--- config.mk ---
export PLATFORM = sky130hd
export DESIGN_NAME = debug_port_sink
export DESIGN_NICKNAME = d
export VERILOG_FILES = /design/src/rtl/debug_port_sink_pkg.sv /design/src/rtl/debug_port_sink_fifo.sv /design/src/rtl/debug_port_sink.sv
export SDC_FILE = /design/constraint.sdc
export NUM_CORES = 1
export LEC_CHECK = 0
export ABC_CLOCK_PERIOD_IN_PS = 2770
export CAP_MARGIN = 20
export CELL_PAD_IN_SITES_DETAIL_PLACEMENT = 0
export CELL_PAD_IN_SITES_GLOBAL_PLACEMENT = 1
export CORE_UTILIZATION = 35
export CTS_CLUSTER_SIZE = 40
export DETAILED_ROUTE_END_ITERATION = 8
export GPL_TIMING_DRIVEN = 1
export HOLD_SLACK_MARGIN = 0.15
export PLACE_DENSITY = 0.68
export RECOVER_POWER = 25
export SLEW_MARGIN = 20
export SYNTH_ARGS = -nofsm -noshare
export SYNTH_HDL_FRONTEND = slang
export SYNTH_SLANG_ARGS = --single-unit
--- constraint.sdc ---
create_clock -name clk -period 2.77 [get_ports clk]
set_clock_uncertainty 0.05 [all_clocks]
set_input_delay 0.277 -clock clk [delete_from_list [all_inputs] [get_ports clk]]
set_output_delay 0.277 -clock clk [all_outputs]
set_load 0.02 [all_outputs]
--- src/rtl/debug_port_sink_pkg.sv ---
// debug_port_sink_pkg: shared types and constants for the debug byte sink.
// Optional macro DEBUG_PORT_SINK_CHANGE_DETECT_EN is consumed by the top.
package debug_port_sink_pkg;

  typedef enum logic [1:0] {
    IDLE  = 2'd0,
    START = 2'd1,
    DATA  = 2'd2,
    STOP  = 2'd3
  } tx_state_e;

  localparam int DATA_BITS  = 8;
  localparam int FRAME_BITS = 10;

  // Cycles spent on one complete 8N1 frame.
  function automatic int frame_cycles(input int clks_per_bit);
    return FRAME_BITS * clks_per_bit;
  endfunction

endpackage

--- src/rtl/debug_port_sink_fifo.sv ---
// debug_port_sink_fifo: synchronous FIFO with registered occupancy count.
// Head entry is presented combinationally on rdata (show-ahead).
module debug_port_sink_fifo #(
  parameter int WIDTH = 8,
  parameter int DEPTH = 8
) (
  input  logic                       clk,
  input  logic                       rst,
  input  logic                       push,
  input  logic                       pop,
  input  logic [WIDTH-1:0]           wdata,
  output logic [WIDTH-1:0]           rdata,
  output logic                       full,
  output logic                       empty,
  output logic [$clog2(DEPTH):0]     count
);

  localparam int AW = $clog2(DEPTH);
  localparam int CW = AW + 1;

  logic [WIDTH-1:0] mem [DEPTH];
  logic [AW-1:0]    wr_ptr;
  logic [AW-1:0]    rd_ptr;
  logic             do_push;
  logic             do_pop;

  assign full    = (count == CW'(DEPTH));
  assign empty   = (count == '0);
  assign do_push = push & ~full;
  assign do_pop  = pop & ~empty;
  assign rdata   = mem[rd_ptr];

  // Storage array; contents need no reset, pointers define validity.
  always_ff @(posedge clk) begin
    if (do_push) begin
      mem[wr_ptr] <= wdata;
    end
  end

  // Pointers wrap modulo DEPTH; count tracks net push/pop.
  always_ff @(posedge clk or negedge rst) begin
    if (!rst) begin
      wr_ptr <= '0;
      rd_ptr <= '0;
      count  <= '0;
    end else begin
      if (do_push) begin
        wr_ptr <= wr_ptr + 1'b1;
      end
      if (do_pop) begin
        rd_ptr <= rd_ptr + 1'b1;
      end
      unique case ({do_push, do_pop})
        2'b10:   count <= count + 1'b1;
        2'b01:   count <= count - 1'b1;
        default: count <= count;
      endcase
    end
  end

endmodule

--- src/rtl/debug_port_sink.sv ---
// debug_port_sink: queues debug-port bytes and sends them as 8N1 UART.
// Macro DEBUG_PORT_SINK_CHANGE_DETECT_EN: push on data change, not strobe.
module debug_port_sink
  import debug_port_sink_pkg::*;
#(
  parameter int CLKS_PER_BIT = 16,
  parameter int FIFO_DEPTH   = 8
) (
  input  logic                          clk,
  input  logic                          rst,
  input  logic [7:0]                    debug_data,
  input  logic                          debug_valid,
  input  logic                          overflow_clr,
  output logic                          uart_tx,
  output logic                          busy,
  output logic [$clog2(FIFO_DEPTH):0]   fifo_count,
  output logic                          overflow
);

  localparam int TW = $clog2(CLKS_PER_BIT);
  localparam int CW = $clog2(FIFO_DEPTH) + 1;

  logic            push_req;
  logic            push_ok;
  logic            drop;
  logic            pop;
  logic            full;
  logic            empty;
  logic [7:0]      head;
  logic [CW-1:0]   count_next;

  tx_state_e       state_q;
  tx_state_e       state_d;
  logic [TW-1:0]   timer_q;
  logic [TW-1:0]   timer_d;
  logic [2:0]      bit_q;
  logic [2:0]      bit_d;
  logic [7:0]      shreg_q;
  logic [7:0]      shreg_d;
  logic            tx_q;
  logic            tx_d;
  logic            busy_q;
  logic            ovf_q;
  logic            timer_last;

`ifdef DEBUG_PORT_SINK_CHANGE_DETECT_EN
  logic [7:0] last_q;
  logic       unused_valid;

  assign unused_valid = debug_valid;
  assign push_req     = (debug_data != last_q);

  // Track the last level seen so a held value is only queued once.
  always_ff @(posedge clk or negedge rst) begin
    if (!rst) begin
      last_q <= 8'h00;
    end else begin
      last_q <= debug_data;
    end
  end
`else
  assign push_req = debug_valid;
`endif

  // Full is judged on the registered count, so a same-cycle pop
  // cannot make room for an incoming byte.
  assign push_ok = push_req & ~full;
  assign drop    = push_req & full;

  debug_port_sink_fifo #(
    .WIDTH (8),
    .DEPTH (FIFO_DEPTH)
  ) u_fifo (
    .clk   (clk),
    .rst   (rst),
    .push  (push_req),
    .pop   (pop),
    .wdata (debug_data),
    .rdata (head),
    .full  (full),
    .empty (empty),
    .count (fifo_count)
  );

  assign timer_last = (timer_q == TW'(CLKS_PER_BIT - 1));

  // Pop when idle, or in the final stop cycle for a gapless next frame.
  assign pop = ~empty &
               ((state_q == IDLE) |
                ((state_q == STOP) & timer_last));

  assign count_next = fifo_count
                    + CW'(push_ok)
                    - CW'(pop);

  // Next-state logic for the frame sequencer, bit timer and shifter.
  always_comb begin
    state_d = state_q;
    timer_d = timer_q + 1'b1;
    bit_d   = bit_q;
    shreg_d = shreg_q;
    tx_d    = tx_q;
    unique case (state_q)
      IDLE: begin
        timer_d = '0;
        tx_d    = 1'b1;
        if (pop) begin
          state_d = START;
          shreg_d = head;
          tx_d    = 1'b0;
        end
      end
      START: begin
        if (timer_last) begin
          state_d = DATA;
          timer_d = '0;
          bit_d   = '0;
          tx_d    = shreg_q[0];
        end
      end
      DATA: begin
        if (timer_last) begin
          timer_d = '0;
          if (bit_q == 3'(DATA_BITS - 1)) begin
            state_d = STOP;
            tx_d    = 1'b1;
          end else begin
            bit_d   = bit_q + 1'b1;
            shreg_d = shreg_q >> 1;
            tx_d    = shreg_q[1];
          end
        end
      end
      STOP: begin
        if (timer_last) begin
          timer_d = '0;
          if (pop) begin
            state_d = START;
            shreg_d = head;
            tx_d    = 1'b0;
          end else begin
            state_d = IDLE;
          end
        end
      end
      default: begin
        state_d = IDLE;
        timer_d = '0;
        tx_d    = 1'b1;
      end
    endcase
  end

  // Sequencer registers; the line itself comes straight off a flop.
  always_ff @(posedge clk or negedge rst) begin
    if (!rst) begin
      state_q <= IDLE;
      timer_q <= '0;
      bit_q   <= '0;
      shreg_q <= '0;
      tx_q    <= 1'b1;
    end else begin
      state_q <= state_d;
      timer_q <= timer_d;
      bit_q   <= bit_d;
      shreg_q <= shreg_d;
      tx_q    <= tx_d;
    end
  end

  // Busy reflects the state and occupancy being loaded this edge.
  always_ff @(posedge clk or negedge rst) begin
    if (!rst) begin
      busy_q <= 1'b0;
    end else begin
      busy_q <= (state_d != IDLE) | (count_next != '0);
    end
  end

  // Sticky drop flag; a drop in the clearing cycle keeps it set.
  always_ff @(posedge clk or negedge rst) begin
    if (!rst) begin
      ovf_q <= 1'b0;
    end else if (drop) begin
      ovf_q <= 1'b1;
    end else if (overflow_clr) begin
      ovf_q <= 1'b0;
    end
  end

  assign uart_tx  = tx_q;
  assign busy     = busy_q;
  assign overflow = ovf_q;

endmodule

; ---- Word-level counts from Yosys, hierarchy flattened
; Memory sizes are Yosys's and may differ from the RTL's.
; Index checks and enable logic that the tools add are counted.
; Widths: inputs -> output; s select.
[word_totals]
regBits = 30
ramBits = 64
output_inout_bits = 7
n_memories = 1
[classes]
add_sub_neg = 8
eq_ne = 13
muxes = 30
bitwise_logic = 9
n_reduce_logical = 12
[memory_table]
columns = memory, depth, word_bits, read_ports, rd_ports_with_merged_regs, wr, line_no
row1 = u_fifo.mem, 8, 8, 1, 0, 1, debug_port_sink_fifo.sv:21  ; logic [WIDTH-1:0] mem [DEPTH];
[ops]
columns = operator, count
row1 = $mux 8, 4
row2 = $pmux 8 s3, 1
row3 = $pmux 4 s2, 2
row4 = $reduce_and 4->1, 3
row5 = $mux 1, 11
row6 = $mux 2, 5
row7 = $ne 2x2->1 const B, 5
row8 = $add 3x1->3 const B, 3
row9 = $mux 3, 3
row10 = $add 4x1->4 const B, 2
row11 = $eq 4x4->1 const B, 2
row12 = $pmux 2 s4, 1
row13 = $reduce_bool 2->1, 4
row14 = $eq 2x2->1 const B, 3
row15 = $pmux 3 s2, 1
row16 = $and 1x1->1, 5
row17 = $add 4x1->4, 1
row18 = $eq 2x1->1 const B, 2
row19 = $logic_not 4->1, 1
row20 = $mux 4, 1
row21 = $pmux 1 s4, 1
row22 = $reduce_bool 4->1, 1
row23 = $sub 4x1->4, 1
row24 = $sub 4x1->4 const B, 1
row25 = other kinds (6), 8

; ---- Depth between registers and ports, before layout
[depth]
depth_word = 9
depth_mapped = 12
mapped_depth_nobuf = 12

; ---- By module
; A second synthesis with hierarchy kept.
[hier_totals]
hier_cells = 270
area_unflattened_um2 = 4301.6
[by_module_without_submodules]
columns = module, n_inst, cells_per_inst, area_each_um2
row1 = debug_port_sink_fifo, 1, 160, 3124.2
row2 = debug_port_sink, 1, 110, 1177.4

; ---- Worst setup path before layout
; Ideal clock, no wire load.
[synth_path]
kind = register to register
startpoint = register u_fifo.count[2]
endpoint = register busy_q, in the netlist busy
setup_ps = 139
t_arrival_ps = 2739
t_required_ps = 2581
slack_ps = -157
stages_incl_launch_ff = 13
n_path_buf = 0
path_cell_list = dfrtp_1 -> inv_1 -> ha_1 -> nor3b_1 -> a211oi_2 -> nand2_1 -> o21ai_0 -> ha_1 -> inv_1 -> fa_1 -> xor2_1 -> nand3b_1 -> or4_1
[synth_via]
elab_chain_len = 8
elab_cells_between_ends = 15
[synth_lines]
columns = item, line_no
row1 = start: declaration, debug_port_sink_fifo.sv:15  ; output logic [$clog2(DEPTH):0] count
row2 = start signal: assignment, debug_port_sink_fifo.sv:54  ; 2'b10: count <= count + 1'b1;
row3 = start signal: assignment, debug_port_sink_fifo.sv:55  ; 2'b01: count <= count - 1'b1;
row4 = start signal: assignment, debug_port_sink_fifo.sv:56  ; default: count <= count;
row5 = branches (longest 7 deep; another with $add 4x1->4), n/a
row6 = $or 1x1->1 (*), debug_port_sink.sv:176  ; busy_q <= (state_d != IDLE) | (count_next != '0);
row7 = end signal: assignment, debug_port_sink.sv:176
row8 = end: declaration, debug_port_sink.sv:42  ; logic busy_q;
; Mark *: on every way between the ends.
; A chain may end at the register's enable or synchronous reset.

; ---- Worst setup path after layout
[layout_path]
startpoint = register u_fifo.count[3]
endpoint = register busy_q, in the netlist busy
; The elaborated chain is that of the path after synthesis.

==> out/metrics.json <==
{
  "synth_top_family_by_area": {"value": "multiplexers"},
  "synth_compound_area_share": {"value": 5.666, "unit": "%"},
  "detail_route.wirelength.met1": {"value": 3553, "unit": "microns"},
  "drive_gt1_share": {"value": 24.92, "unit": "%"},
  "initial_utilization": {"value": 36.20, "unit": "%"},
  "clk_latency": {"value": 340, "unit": "ps"},
  "timing.final.hold_violations": {"value": 0},
  "worst_ep_required_time": {"value": 2930, "unit": "ps"},
  "top_signal_layer_used": {"value": "met4"},
  "synthMuxAreaShare": {"value": 13.05, "unit": "%"},
  "max_clock_freq": {"value": 381.4, "unit": "MHz"},
  "grt.overflow.total": {"value": 0},
  "antenna_found_initial": {"value": 0},
  "drt_iter0_drc": {"value": 131},
  "numCtsBuffers": {"value": 9},
  "cp.arrival": {"value": 2780, "unit": "ps"},
  "p_int": {"value": 0.002798, "unit": "W"},
  "die_area": {"value": 0.01230, "unit": "sq mm"},
  "placedInstanceArea": {"value": 0.004647, "unit": "sq mm"},
  "floorplan.core_area": {"value": 0.01147, "unit": "sq mm"},
  "critPathCaptureType": {"value": "flop"},
  "clockPowerShare": {"value": 31.8, "unit": "%"},
  "timing_max_transition_violations_final": {"value": 31},
  "clock-sinks": {"value": 94},
  "cts_tree": {"value": "yes"},
  "wl_per_cell": {"value": 16.29, "unit": "microns"},
  "timing.critical_path.fanout_max": {"value": 4},
  "synthesis.area_per_instance": {"value": 15.21, "unit": "sq um"},
  "pwr-share-comb": {"value": 20.6, "unit": "%"},
  "setup_viol": {"value": 0},
  "run_status": {"value": "finished with violations"},
  "tns": {"value": 0, "unit": "ps"},
  "post_synth_xor_area_fraction": {"value": 2.532, "unit": "%"},
  "design_area": {"value": 0.004981, "unit": "sq mm"},
  "worst_setup_path_start_kind": {"value": "flop"},
  "dp_hpwl": {"value": 5065, "unit": "microns"},
  "syn_to_layout_area_delta": {"value": 19.98, "unit": "%"},
  "first_global_vias": {"value": 2374},
  "worst_slew_pin_slew": {"value": 1727, "unit": "ps"},
  "most_frequent_standard_cell_in_the_layout_excluding_fill_and_tap_cells": {"value": "sky130_fd_sc_hd__edfxtp_1"},
  "synth-adder-area-share": {"value": 4.882, "unit": "%"},
  "fillCellCount": {"value": 1005},
  "synth-simple-area-share": {"value": 6.902, "unit": "%"},
  "grt_use_total": {"value": 13.44, "unit": "%"},
  "p_sw_share": {"value": 27.18, "unit": "%"},
  "timing.final.crit_period": {"value": 2622, "unit": "ps"},
  "synthesis.area": {"value": 0.004151, "unit": "sq mm"},
  "floorplan.die.width": {"value": 110.9, "unit": "microns"},
  "antennaDiodeCount": {"value": 0},
  "worstSetupPathType": {"value": "flop to flop"},
  "finalCritPeriodShare": {"value": 94.64, "unit": "%"},
  "min-delay-path-class": {"value": "flop to flop"},
  "number_of_h_tree_levels": {"value": 3},
  "met2RoutedLength": {"value": 3727, "unit": "microns"},
  "gate_count_of_the_mapped_netlist": {"value": 273},
  "post-route-drc-count": {"value": 0},
  "finalNetCount": {"value": 343},
  "viasPerCell": {"value": 5.009},
  "yosys_register_bits": {"value": 94},
  "clkTransAtPathRegs": {"value": 60, "unit": "ps"},
  "seq_area_frac_synth": {"value": 64.41, "unit": "%"},
  "postSynthNetCount": {"value": 300},
  "power.switching": {"value": 0.001045, "unit": "W"},
  "power.ir.vdd_worst": {"value": 452.1, "unit": "uV"},
  "num_io_pins": {"value": 19},
  "grt_start_max_net_pins": {"value": 31},
  "port_buffers": {"value": 18},
  "route.antenna.remaining_nets": {"value": 0},
  "pre_antenna_drt_iters": {"value": 4},
  "detail_route.wirelength": {"value": 7557, "unit": "microns"},
  "hold_buffers": {"value": 0},
  "route.met3.wl": {"value": 172, "unit": "microns"},
  "power-per-cell-area": {"value": 771.5, "unit": "mW/mm^2"},
  "commonest_cells_after_routing_fill_and_taps_aside": {"value": "sky130_fd_sc_hd__edfxtp_1 (64), sky130_fd_sc_hd__dfrtp_1 (27), sky130_fd_sc_hd__buf_4 (24)"},
  "normalized_max_slew_margin": {"value": -15.15, "unit": "%"},
  "grt_pass1_wl": {"value": 12540, "unit": "microns"},
  "globalplace.congestion": {"value": 0.6967},
  "detailroute.via_count": {"value": 2324},
  "ctsLongestPathBuffers": {"value": 2},
  "die_y": {"value": 110.9, "unit": "microns"},
  "power.sequential.fraction": {"value": 47.6, "unit": "%"},
  "yosys_warning_count": {"value": 0},
  "placementRows": {"value": 39},
  "post_synth_num_cell_types": {"value": 41},
  "clk_root_buffer_cell": {"value": "sky130_fd_sc_hd__clkbuf_16"},
  "violated_checks": {"value": "max-capacitance violations, max-slew violations"},
  "max_cap_violations": {"value": 1},
  "p_leak": {"value": 1.854, "unit": "nW"}
}
==> per-layer routing <==
metal / up-vias / GRT usage, %
li1: 1114 / -
met1: 1174 / 17.66
met2: 29 / 21.49
met3: 7 / 3.116
met4: 0 / 5.511
met5: - / 0
==> kinds of logic after synthesis <==
kind of cell             count (synthesis)
AO/OA/AOI/OAI                           37
adder cells (fa/ha/maj)                 15
XOR/XNOR                                12
AND/OR/NAND/NOR                         60
buffers and inverters                   22
multiplexers                            33
flip-flops                              94
==> final timing paths <==
path	from	cells after the start	to	slack [ps]
worst min register to register	shreg_q[4]	1	shreg_q[4]	460
worst max-delay path	u_fifo.count[3]	11	busy	150
worst min-delay path	shreg_q[4]	1	shreg_q[4]	460
max in group asynchronous	rst	2	u_fifo.count[3]	680
min in group asynchronous	rst	2	u_fifo.count[2]	870
worst max register to register	u_fifo.count[3]	11	busy	150
==> power by group through the flow <==
stage          Sequential [W]  Clock [W]  Combinational, W
4_1_cts               0.00184    0.00126          0.000781
3_3_place_gp          0.00186          0          0.000767
6_report              0.00183    0.00122          0.000791
5_1_grt               0.00185    0.00131          0.000884
2_1_floorplan         0.00188          0          0.000449
3_5_place_dp          0.00186          0          0.000776
==> cells in the mapped netlist <==
| cell type | n | area [sq um] |
|---|---|---|
| sky130_fd_sc_hd__a211oi_2 | 1 | 12.51 |
| sky130_fd_sc_hd__a21o_1 | 1 | 7.510 |
| sky130_fd_sc_hd__a21o_2 | 1 | 8.760 |
| sky130_fd_sc_hd__a21oi_1 | 15 | 75.07 |
| sky130_fd_sc_hd__a22o_1 | 1 | 8.760 |
| sky130_fd_sc_hd__a22oi_1 | 2 | 15.01 |
| sky130_fd_sc_hd__a22oi_2 | 1 | 12.51 |
| sky130_fd_sc_hd__a32oi_1 | 1 | 8.760 |
| sky130_fd_sc_hd__and3_1 | 1 | 6.260 |
| sky130_fd_sc_hd__buf_2 | 3 | 15.01 |
| sky130_fd_sc_hd__buf_4 | 1 | 7.510 |
| sky130_fd_sc_hd__buf_6 | 2 | 22.52 |
| sky130_fd_sc_hd__clkbuf_1 | 4 | 15.01 |
| sky130_fd_sc_hd__clkbuf_2 | 1 | 5.000 |
| sky130_fd_sc_hd__dfrtp_1 | 29 | 725.7 |
| sky130_fd_sc_hd__dfstp_2 | 1 | 26.28 |
| sky130_fd_sc_hd__edfxtp_1 | 64 | 1922 |
| sky130_fd_sc_hd__fa_1 | 2 | 40.04 |
| sky130_fd_sc_hd__ha_1 | 13 | 162.7 |
| sky130_fd_sc_hd__inv_1 | 11 | 41.29 |
| sky130_fd_sc_hd__mux2_2 | 9 | 101.4 |
| sky130_fd_sc_hd__mux2i_1 | 8 | 80.08 |
| sky130_fd_sc_hd__mux4_2 | 16 | 360.4 |
| sky130_fd_sc_hd__nand2_1 | 16 | 60.06 |
| sky130_fd_sc_hd__nand2b_1 | 3 | 18.77 |
| sky130_fd_sc_hd__nand3_1 | 4 | 20.02 |
| sky130_fd_sc_hd__nand3b_1 | 1 | 7.510 |
| sky130_fd_sc_hd__nand4_1 | 2 | 12.51 |
| sky130_fd_sc_hd__nor2_1 | 17 | 63.81 |
| sky130_fd_sc_hd__nor2b_1 | 4 | 25.02 |
| sky130_fd_sc_hd__nor3_1 | 8 | 40.04 |
| sky130_fd_sc_hd__nor3b_1 | 1 | 7.510 |
| sky130_fd_sc_hd__nor4_1 | 1 | 6.260 |
| sky130_fd_sc_hd__o211ai_2 | 1 | 12.51 |
| sky130_fd_sc_hd__o21a_1 | 2 | 15.01 |
| sky130_fd_sc_hd__o21ai_0 | 10 | 50.05 |
| sky130_fd_sc_hd__o22a_1 | 1 | 8.760 |
| sky130_fd_sc_hd__or3b_4 | 1 | 11.26 |
| sky130_fd_sc_hd__or4_1 | 1 | 7.510 |
| sky130_fd_sc_hd__xnor2_1 | 6 | 52.55 |
| sky130_fd_sc_hd__xor2_1 | 6 | 52.55 |
==> timing repair <==
item                                    4_1_cts  5_1_grt
endpoints found under the setup margin        1        1
resized for setup                             0        1
buffers inserted                              1        4
pin swaps                                     0        2
==> flip-flops by register name, summed over array words and instances (netlist names) <==
name,cells
overflow,1
u_fifo.rd_ptr,3
u_fifo.wr_ptr,3
u_fifo.mem,64
timer_q,4
u_fifo.count,4
bit_q,3
shreg_q,8
state_q,2
uart_tx,1
busy,1
==> critical path, cell delays in order (launching register included) <==
cell and delay [ps]:
sky130_fd_sc_hd__dfrtp_2 390, sky130_fd_sc_hd__inv_2 50, sky130_fd_sc_hd__ha_4 150, sky130_fd_sc_hd__nor3b_4 160, sky130_fd_sc_hd__a211oi_4 250, sky130_fd_sc_hd__nand2_2 90, sky130_fd_sc_hd__o21ai_1 90, sky130_fd_sc_hd__ha_2 190
sky130_fd_sc_hd__inv_1 50, sky130_fd_sc_hd__fa_2 510, sky130_fd_sc_hd__nand3b_1 60, sky130_fd_sc_hd__or4_1 450
==> stage by stage <==
step           setup WS (ps)  util [%]  hold WS [ps]  std cells  power, W
2_1_floorplan         0.1177         -        -68.59        273  0.002331
3_3_place_gp           55.99     40.52         438.6        443  0.002623
3_5_place_dp          -35.01     40.52         449.5        443  0.002641
4_1_cts                36.79     43.19         300.6        460  0.003874
5_1_grt               -1.461     43.44         480.1        464  0.004046
6_report               148.4     43.44         457.1        464  0.003843
==> final cells by class <==
class                      instances  area [sq um]  area share [%]
clock inverter                     6         68.82           1.382
inverter                          11         41.29          0.8289
multi-input combinational        157          1423           28.56
clock buffer                      10         229.0           4.597
tap                              143         178.9           3.592
sequential                        94          2676           53.73
timing repair buffer              43         364.1           7.310
No activity file was read; power rests on OpenSTA's default activity.
